**src/rtl/hdc_ctrl_profiler.sv**
```systemverilog
// Per-channel ap_ctrl handshake profiler: transaction, busy, stall, wait and latency counters.
// Optional max-latency tracking is built when HDC_PROF_MAX_LAT_EN is defined.
module hdc_ctrl_profiler #(
  parameter int NUM_CH = 6,
  parameter int CNT_W  = 32
) (
  input  logic              ap_clk,
  input  logic              ap_rst_n,
  input  logic              prof_en,
  input  logic              prof_clear,
  input  logic [NUM_CH-1:0] ch_start,
  input  logic [NUM_CH-1:0] ch_done,
  input  logic [NUM_CH-1:0] ch_continue,
  input  logic [NUM_CH-1:0] ch_blk,
  input  logic              rd_req,
  input  logic [3:0]        rd_ch,
  input  logic [2:0]        rd_sel,
  output logic              rd_valid,
  output logic [CNT_W-1:0]  rd_data,
  output logic              any_busy
);

  typedef enum logic [1:0] {
    S_IDLE = 2'd0,
    S_BUSY = 2'd1,
    S_WAIT = 2'd2
  } st_e;

  localparam logic [CNT_W-1:0] MAX = '1;

  st_e              st_q    [NUM_CH];
  st_e              st_d    [NUM_CH];
  logic [CNT_W-1:0] txn_q   [NUM_CH];
  logic [CNT_W-1:0] txn_d   [NUM_CH];
  logic [CNT_W-1:0] busy_q  [NUM_CH];
  logic [CNT_W-1:0] busy_d  [NUM_CH];
  logic [CNT_W-1:0] stall_q [NUM_CH];
  logic [CNT_W-1:0] stall_d [NUM_CH];
  logic [CNT_W-1:0] wt_q    [NUM_CH];
  logic [CNT_W-1:0] wt_d    [NUM_CH];
  logic [CNT_W-1:0] acc_q   [NUM_CH];
  logic [CNT_W-1:0] acc_d   [NUM_CH];
  logic [CNT_W-1:0] last_q  [NUM_CH];
  logic [CNT_W-1:0] last_d  [NUM_CH];
  logic             ovf_q   [NUM_CH];
  logic             ovf_d   [NUM_CH];
  logic             spur_q  [NUM_CH];
  logic             spur_d  [NUM_CH];
`ifdef HDC_PROF_MAX_LAT_EN
  logic [CNT_W-1:0] max_q   [NUM_CH];
  logic [CNT_W-1:0] max_d   [NUM_CH];
`endif

  logic             rd_valid_q;
  logic             rd_valid_d;
  logic [CNT_W-1:0] rd_data_q;
  logic [CNT_W-1:0] rd_data_d;

  function automatic logic [CNT_W-1:0] sat_inc(input logic [CNT_W-1:0] v);
    return (v == MAX) ? v : v + 1'b1;
  endfunction

  always_comb begin
    logic             i_txn;
    logic             i_busy;
    logic             i_stall;
    logic             i_wt;
    logic             i_acc;
    logic             ld_acc;
    logic             ld_last;
    logic [CNT_W-1:0] lat;
    for (int i = 0; i < NUM_CH; i++) begin
      i_txn      = 1'b0;
      i_busy     = 1'b0;
      i_stall    = 1'b0;
      i_wt       = 1'b0;
      i_acc      = 1'b0;
      ld_acc     = 1'b0;
      ld_last    = 1'b0;
      lat        = '0;
      st_d[i]    = st_q[i];
      spur_d[i]  = spur_q[i];
      if (prof_en) begin
        unique case (st_q[i])
          S_IDLE: begin
            if (ch_start[i]) begin
              i_txn   = 1'b1;
              i_busy  = 1'b1;
              i_stall = ch_blk[i];
              ld_acc  = 1'b1;
              if (ch_done[i]) begin
                ld_last = 1'b1;
                lat     = CNT_W'(1);
                st_d[i] = ch_continue[i] ? S_IDLE : S_WAIT;
              end else begin
                st_d[i] = S_BUSY;
              end
            end else if (ch_done[i]) begin
              spur_d[i] = 1'b1;
            end
          end
          S_BUSY: begin
            i_busy  = 1'b1;
            i_stall = ch_blk[i];
            i_acc   = 1'b1;
            lat     = sat_inc(acc_q[i]);
            if (ch_done[i]) begin
              ld_last = 1'b1;
              st_d[i] = ch_continue[i] ? S_IDLE : S_WAIT;
            end
          end
          S_WAIT: begin
            i_wt = 1'b1;
            if (ch_continue[i]) st_d[i] = S_IDLE;
          end
          default: st_d[i] = S_IDLE;
        endcase
      end
      txn_d[i]   = i_txn   ? sat_inc(txn_q[i])   : txn_q[i];
      busy_d[i]  = i_busy  ? sat_inc(busy_q[i])  : busy_q[i];
      stall_d[i] = i_stall ? sat_inc(stall_q[i]) : stall_q[i];
      wt_d[i]    = i_wt    ? sat_inc(wt_q[i])    : wt_q[i];
      acc_d[i]   = ld_acc ? CNT_W'(1) : (i_acc ? lat : acc_q[i]);
      last_d[i]  = ld_last ? lat : last_q[i];
      ovf_d[i]   = ovf_q[i]
                 | (i_txn   && txn_q[i]   == MAX)
                 | (i_busy  && busy_q[i]  == MAX)
                 | (i_stall && stall_q[i] == MAX)
                 | (i_wt    && wt_q[i]    == MAX)
                 | (i_acc   && acc_q[i]   == MAX);
`ifdef HDC_PROF_MAX_LAT_EN
      max_d[i] = (ld_last && lat > max_q[i]) ? lat : max_q[i];
`endif
      // Clear wins over any counting decided above
      if (prof_clear) begin
        st_d[i]    = S_IDLE;
        txn_d[i]   = '0;
        busy_d[i]  = '0;
        stall_d[i] = '0;
        wt_d[i]    = '0;
        acc_d[i]   = '0;
        last_d[i]  = '0;
        ovf_d[i]   = 1'b0;
        spur_d[i]  = 1'b0;
`ifdef HDC_PROF_MAX_LAT_EN
        max_d[i]   = '0;
`endif
      end
    end
  end

  // Readout samples pre-update values, so a read alongside clear sees old data
  always_comb begin
    logic [CNT_W-1:0] v;
    v = '0;
    for (int i = 0; i < NUM_CH; i++) begin
      if (rd_ch == 4'(i)) begin
        case (rd_sel)
          3'd0: v = txn_q[i];
          3'd1: v = busy_q[i];
          3'd2: v = stall_q[i];
          3'd3: v = wt_q[i];
          3'd4: v = last_q[i];
`ifdef HDC_PROF_MAX_LAT_EN
          3'd5: v = max_q[i];
`else
          3'd5: v = '0;
`endif
          3'd6: v = {{(CNT_W-4){1'b0}}, st_q[i], ovf_q[i], spur_q[i]};
          default: v = '0;
        endcase
      end
    end
    rd_valid_d = rd_req;
    rd_data_d  = rd_req ? v : '0;
  end

  always_comb begin
    any_busy = 1'b0;
    for (int i = 0; i < NUM_CH; i++) begin
      if (st_q[i] != S_IDLE) any_busy = 1'b1;
    end
  end

  always_ff @(posedge ap_clk or negedge ap_rst_n) begin
    if (!ap_rst_n) begin
      for (int i = 0; i < NUM_CH; i++) begin
        st_q[i]    <= S_IDLE;
        txn_q[i]   <= '0;
        busy_q[i]  <= '0;
        stall_q[i] <= '0;
        wt_q[i]    <= '0;
        acc_q[i]   <= '0;
        last_q[i]  <= '0;
        ovf_q[i]   <= 1'b0;
        spur_q[i]  <= 1'b0;
`ifdef HDC_PROF_MAX_LAT_EN
        max_q[i]   <= '0;
`endif
      end
      rd_valid_q <= 1'b0;
      rd_data_q  <= '0;
    end else begin
      for (int i = 0; i < NUM_CH; i++) begin
        st_q[i]    <= st_d[i];
        txn_q[i]   <= txn_d[i];
        busy_q[i]  <= busy_d[i];
        stall_q[i] <= stall_d[i];
        wt_q[i]    <= wt_d[i];
        acc_q[i]   <= acc_d[i];
        last_q[i]  <= last_d[i];
        ovf_q[i]   <= ovf_d[i];
        spur_q[i]  <= spur_d[i];
`ifdef HDC_PROF_MAX_LAT_EN
        max_q[i]   <= max_d[i];
`endif
      end
      rd_valid_q <= rd_valid_d;
      rd_data_q  <= rd_data_d;
    end
  end

  assign rd_valid = rd_valid_q;
  assign rd_data  = rd_data_q;

endmodule

```
**config.mk**
```make
export PLATFORM = sky130hd
export DESIGN_NAME = hdc_ctrl_profiler
export DESIGN_NICKNAME = d
export VERILOG_FILES = /design/src/rtl/hdc_ctrl_profiler.sv
export SDC_FILE = /design/constraint.sdc
export NUM_CORES = 2
export LEC_CHECK = 0
export ABC_AREA = 1
export CORE_AREA = 2 2 359 361
export CTS_CLUSTER_DIAMETER = 100
export DETAILED_ROUTE_END_ITERATION = 10
export DIE_AREA = 0 0 361 363
export PLACE_DENSITY = 0.83
export SLEW_MARGIN = 20
export SYNTH_ARGS = -nofsm -noshare
export SYNTH_HDL_FRONTEND = slang
export SYNTH_SLANG_ARGS = --single-unit
```
**constraint.sdc**
```tcl
create_clock -name ap_clk -period 6.2 [get_ports ap_clk]
set_clock_uncertainty 0.2 [all_clocks]
set_input_delay 1.24 -clock ap_clk [delete_from_list [all_inputs] [get_ports ap_clk]]
set_output_delay 1.24 -clock ap_clk [all_outputs]
set_load 0.03 [all_outputs]
```
* Yosys cells after proc, flatten, opt, wreduce, memory -nomap -nowiden
Index checks and enable logic that the tools add are counted.
** Storage, ports and cells
- Register bits :: 1209
- Input port bits :: 36
- Logic and storage cells :: 676
** Cells by class
- Add/subtract/negate cells :: 30
- Equality and inequality tests :: 100
- Multiplexer cells :: 331
- Bitwise logic cells :: 30
- Reductions and logical operators :: 129
** Operators with widths (count)
- 32-bit 2-to-1 mux :: 121
- 32-bit case mux with 6 select lines :: 6
- 32-bit by 1-bit adder with 32-bit output (second input constant) :: 30
- 32-bit equality test (second input constant) :: 30
- 32-bit case mux with 2 select lines :: 6
- 1-bit 2-to-1 mux :: 132
- 2-bit nonzero test :: 49
- 2-bit 2-to-1 mux :: 42
- 2-bit inequality test (second input constant) :: 30
- 3-bit inequality test (second input constant) :: 18
- 2-bit AND reduction :: 24
- 4-bit AND reduction :: 12
- 1-bit case mux with 2 select lines :: 18
- 2-bit case mux with 3 select lines :: 6
- 1-bit logical AND :: 30
- 1-bit bitwise OR :: 30
- 3-bit nonzero test :: 6
- 2-bit by 1-bit equality test with 1-bit output (second input constant) :: 6
- 2-bit equality test (second input constant) :: 6
- 2-bit logical NOT :: 6
- 4-bit by 2-bit equality test with 1-bit output (second input constant) :: 2
- 4-bit by 3-bit equality test with 1-bit output (second input constant) :: 2
- 3-bit by 2-bit equality test with 1-bit output (second input constant) :: 2
- 3-bit equality test (second input constant) :: 2
- other kinds (4) :: 4

* Longest topological paths before layout
- Depth after elaboration :: 10
- Mapped depth :: 17
- Gate-level depth less buffers :: 16

* Worst setup path before layout
Ideal clock, no wire load.
- Path kind :: input to register
- From :: in prof_clear
- To :: reg acc_q[101] in the netlist's numbering
- Setup time :: 0.141 ns
- Arrival :: 2.735 ns
- Data required time :: 5.859 ns
- Setup slack :: 3.124 ns
- Stages on the path :: 6
- Buffers on the path :: 5
- Cell sequence :: buf_2 > buf_2 > clkbuf_1 > clkbuf_1 > buf_1 > o22ai_1
** On the way
- Word-level cells in the longest chain between the ends :: 1
- Elaborated cells between the ends (all ways) :: 2
- Those cells by class :: 1 x mux; 1 x reduce/logical
** Ends and longest elaborated chain
- start: declaration :: line 10 : input logic prof_clear,
- 3-bit nonzero test (no source line) or 32-bit 2-to-1 mux (tied branches)
- end signal: indexed assignment :: line 210 : acc_q[i] <= acc_d[i];
- end: declaration :: line 41 : logic [CNT_W-1:0] acc_q [NUM_CH];
Parallel ways exist; a longest one is shown, timed or not.
A chain may end at the register's enable or synchronous reset.

* Worst setup path after layout
- From :: reg st_q[10] in the netlist's numbering
- To :: out any_busy
** On the way
- Word-level cells in the longest chain between the ends :: 7
** Ends and longest elaborated chain
- start: declaration :: line 31 : st_e st_q [NUM_CH];
- start signal: indexed assignment :: line 205 : st_q[i] <= st_d[i];
- 2-bit nonzero test :: line 181 : if (st_q[i] != S_IDLE) any_busy = 1'b1;
- 1-bit 2-to-1 mux (6 in series) :: line 181
- end: declaration :: line 20 : output logic any_busy
Every way passes these cells.

==> impl_metrics.yaml <==
clocking:
  post_cts_buffers: 0
  clk_latency_ns: 0.82
  cts_made_buffers: 142
  cts_tree: "done"
  cts_root_buf: "clkbuf_16"
  cts_buffer_depth: 3
  ctsHoldBuffers: 0
  htree_levels: 4
  clk_pin_slew_ns: 0.06
  cts_resized: 0
  cts_sinks: 1209
die:
  initial_core_util_pct: 59.6
  die-area_um2: 131000
  rows: 131
  die_h_um: 363
  coreArea_um2: 127000
  ioPinCount: 70
  fp.dieW_um: 361
setup_path:
  cp.arrival_ns: 3.55
  cp-start-kind: "flop"
  path_delay_family: "simple AND/OR/NAND/NOR gates"
  path_class: "reg -> out"
  max_stage_delay_ns: 0.74
  crit_buf_inv: 2
  endpoint_kind: "output port"
  cp_cell_sequence: "nor2_1 > inv_1 > nor3_1 > nand4_1 > clkdlybuf4s50_1"
  critPathMaxFanout: 4
  cp_slowest_cell: "nor3_1"
  crit_required_ns: 4.76
power:
  ir_worst_vdd_mv: 0.283
  power_density_nw_per_um2: 226
  leakage_uw: 0.0319
synthesis:
  synth_nets: 10700
  seq_area_frac_synth_pct: 39.9
  synth_mux_area_share_pct: 0
  synth_fa_ha_area_share_pct: 0.496
  synthCells: 10600
  synth-simple-area-share_pct: 30.5
  avgSynthCellArea_um2: 7.15
  synth_cell_types: 60
  ys_ff_latch: 1209
  synth_xor_area_share_pct: 4.00
  yosys_most_used_dff: "dfrtp_1"
  synth_top_family_by_area: "simple AND/OR/NAND/NOR gates"
  syn-cell-area_um2: 75700
  yosysWarnings: 0
  synth_compound_area_share_pct: 16.7
  synth_edf_count: 0
  async_flop_share_pct: 100
finish:
  layout-drive-gt1-share_pct: 4.30
  fin_cells: 12300
  multi_input_area_um2: 39200
  finalNetCount: 10600
  synthToLayoutAreaGrowth_pct: 9.54
  fill_cells: 11300
  regArea_um2: 30300
sta:
  final_hold_viol_count: 0
  maxSlewHeadroom_pct: 18.0
  fin_crit_sh_pct: 80.5
  post-route-min-period_ns: 4.99
  slew_viol_final: 0
  fin_tns_setup_ns: 0
  worst_pin_slew_ns: 1.23
  fmax_mhz: 200
  setup_viol: 0
  holdWs_ns: 0.246
  rsz0062_at_grt: "false"
global_route:
  grt_use_total_pct: 45.7
  antenna_found_initial: 14
  grt_pass1_wl_um: 460000
  grt_pass1_vias: 74600
  grt-ovfl-total: 0
  grt_max_degree: 141
route:
  drt-total-wl_um: 306000
  wire_per_inst_um: 24.9
  drcViolationCount: 0
  drtIter0Drc: 13900
  ant_nets: 0
  vias: 81400
  firstDrtPassIters: 9
  viasPerCell: 6.63
min_path:
  min_path_type: "in -> async"
place:
  hpwl_um: 226000
  dp.cells: 12000
  port_buffers: 69
  place.gp.congestion: 1.09
run:
  max_cap_viol_count: 0
run_status:
  status: "completed"
cells in the mapped netlist, drive strengths merged (29+ instances only):
library cell,instances,area [um2]
xor2,281,2460
o221ai,32,280
clkbuf,252,946
nor2,863,3390
o2111ai,59,517
ha,30,375
dfrtp,1209,30300
nand4,413,2580
o21ai,867,4370
a21oi,388,1950
a22oi,44,330
nand2,2581,9730
o21a,29,218
nand3,593,2980
o211ai,63,473
buf,151,702
xnor2,65,569
o22ai,245,1530
a221oi,36,315
o31ai,295,2210
nor4,158,1020
inv,1238,4650
nor3,563,2920
cells in the final DEF (no fill, tap or decap), types with 23 or more instances in the layout:
cell type        count
xnor2_1             65
nand4_1            413
o2111ai_1           59
clkdlybuf4s50_1     66
a31oi_1             24
a22oi_1             44
xor2_1             281
o22ai_1            245
ha_1                30
nand3_1            587
clkbuf_1            23
o221ai_1            32
a221oi_1            36
clkbuf_16          143
o21ai_0            828
buf_4               63
o21a_1              29
nor2_1             833
nand2_1           2565
a21oi_1            387
nor3_1             543
nor4_1             154
clkinv_2            23
o21ai_1             29
dfrtp_1           1209
inv_1             1214
o211ai_1            63
o31ai_1            295
bufinv_16           23
path summary, 6_finish.rpt:
| check | from | endpoint | slack [ns] | depth (start not counted) |
|---|---|---|---|---|
| max in group asynchronous | ap_rst_n | txn_q[119]$_DFFE_PN0P_ | 4.17 | 2 |
| worst min-delay path | ap_rst_n | acc_q[130]$_DFFE_PN0P_ | 0.25 | 1 |
| min in group ap_clk | last_q[44]$_DFFE_PN0P_ | last_q[44]$_DFFE_PN0P_ | 0.29 | 2 |
| worst max-delay path | st_q[10]$_DFFE_PN0P_ | any_busy | 1.21 | 5 |
| worst min register to register | last_q[44]$_DFFE_PN0P_ | last_q[44]$_DFFE_PN0P_ | 0.29 | 2 |
| worst max register to register | stall_q[17]$_DFFE_PN0P_ | stall_q[0]$_DFFE_PN0P_ | 1.83 | 8 |
final cells by class:
cell class | count | area share (%)
diodes | 2 | 0.00603
clock buffers | 188 | 4.78
clock inverters | 73 | 1.42
inverters | 1247 | 5.66
multi-input cells | 7734 | 47.3
flip-flops and latches | 1209 | 36.5
well taps | 1662 | 2.51
repair buffers | 151 | 1.86
where the power goes:
part | internal (uW) | total [uW] | leakage, uW | switching, uW
Combinational | 237 | 1420 | 0.0125 | 1180
Clock | 5530 | 9330 | 0.00249 | 3800
Sequential | 7950 | 8020 | 0.0169 | 76.5
Total | 13700 | 18800 | 0.0319 | 5060
per-stage QoR:
stage               worst slack, ns  cell area [um2]  utilization, %  total power, uW
floorplan                      3.12            75700               -             8870
global placement               1.31            77800            61.2             9510
detailed placement             1.22            77800            61.2             9530
CTS                            1.35            82900            65.3            18700
global route                   1.25            83000            65.3            19100
finish                         1.21            83000            65.3            18800
routing by layer:
metal,up-vias,wire [um],GRT usage [%]
met5,-,95,0
met4,14,16500,20.5
met2,5972,124000,64.6
met1,38500,119000,63.9
li1,35900,-,-
met3,1000,46000,14.8
state kept, by name, summed over array words and instances, names as in the netlist:
signal	flops
busy_q	192
spur_q	6
st_q	12
last_q	192
txn_q	192
rd_data	32
ovf_q	6
wt_q	192
rd_valid	1
stall_q	192
acc_q	192
cell families (layout without fill, tap and decap cells):
logic type               count (synthesis)  in the layout
adder cells (fa/ha/maj)                 30             30
other                                    0              2
buffers and inverters                 1650           1659
AND/OR/NAND/NOR                       5242           5242
AO/OA/AOI/OAI                         2116           2116
XOR/XNOR                               346            346
flip-flops                            1209           1209
(Power assumes the default switching activity.)
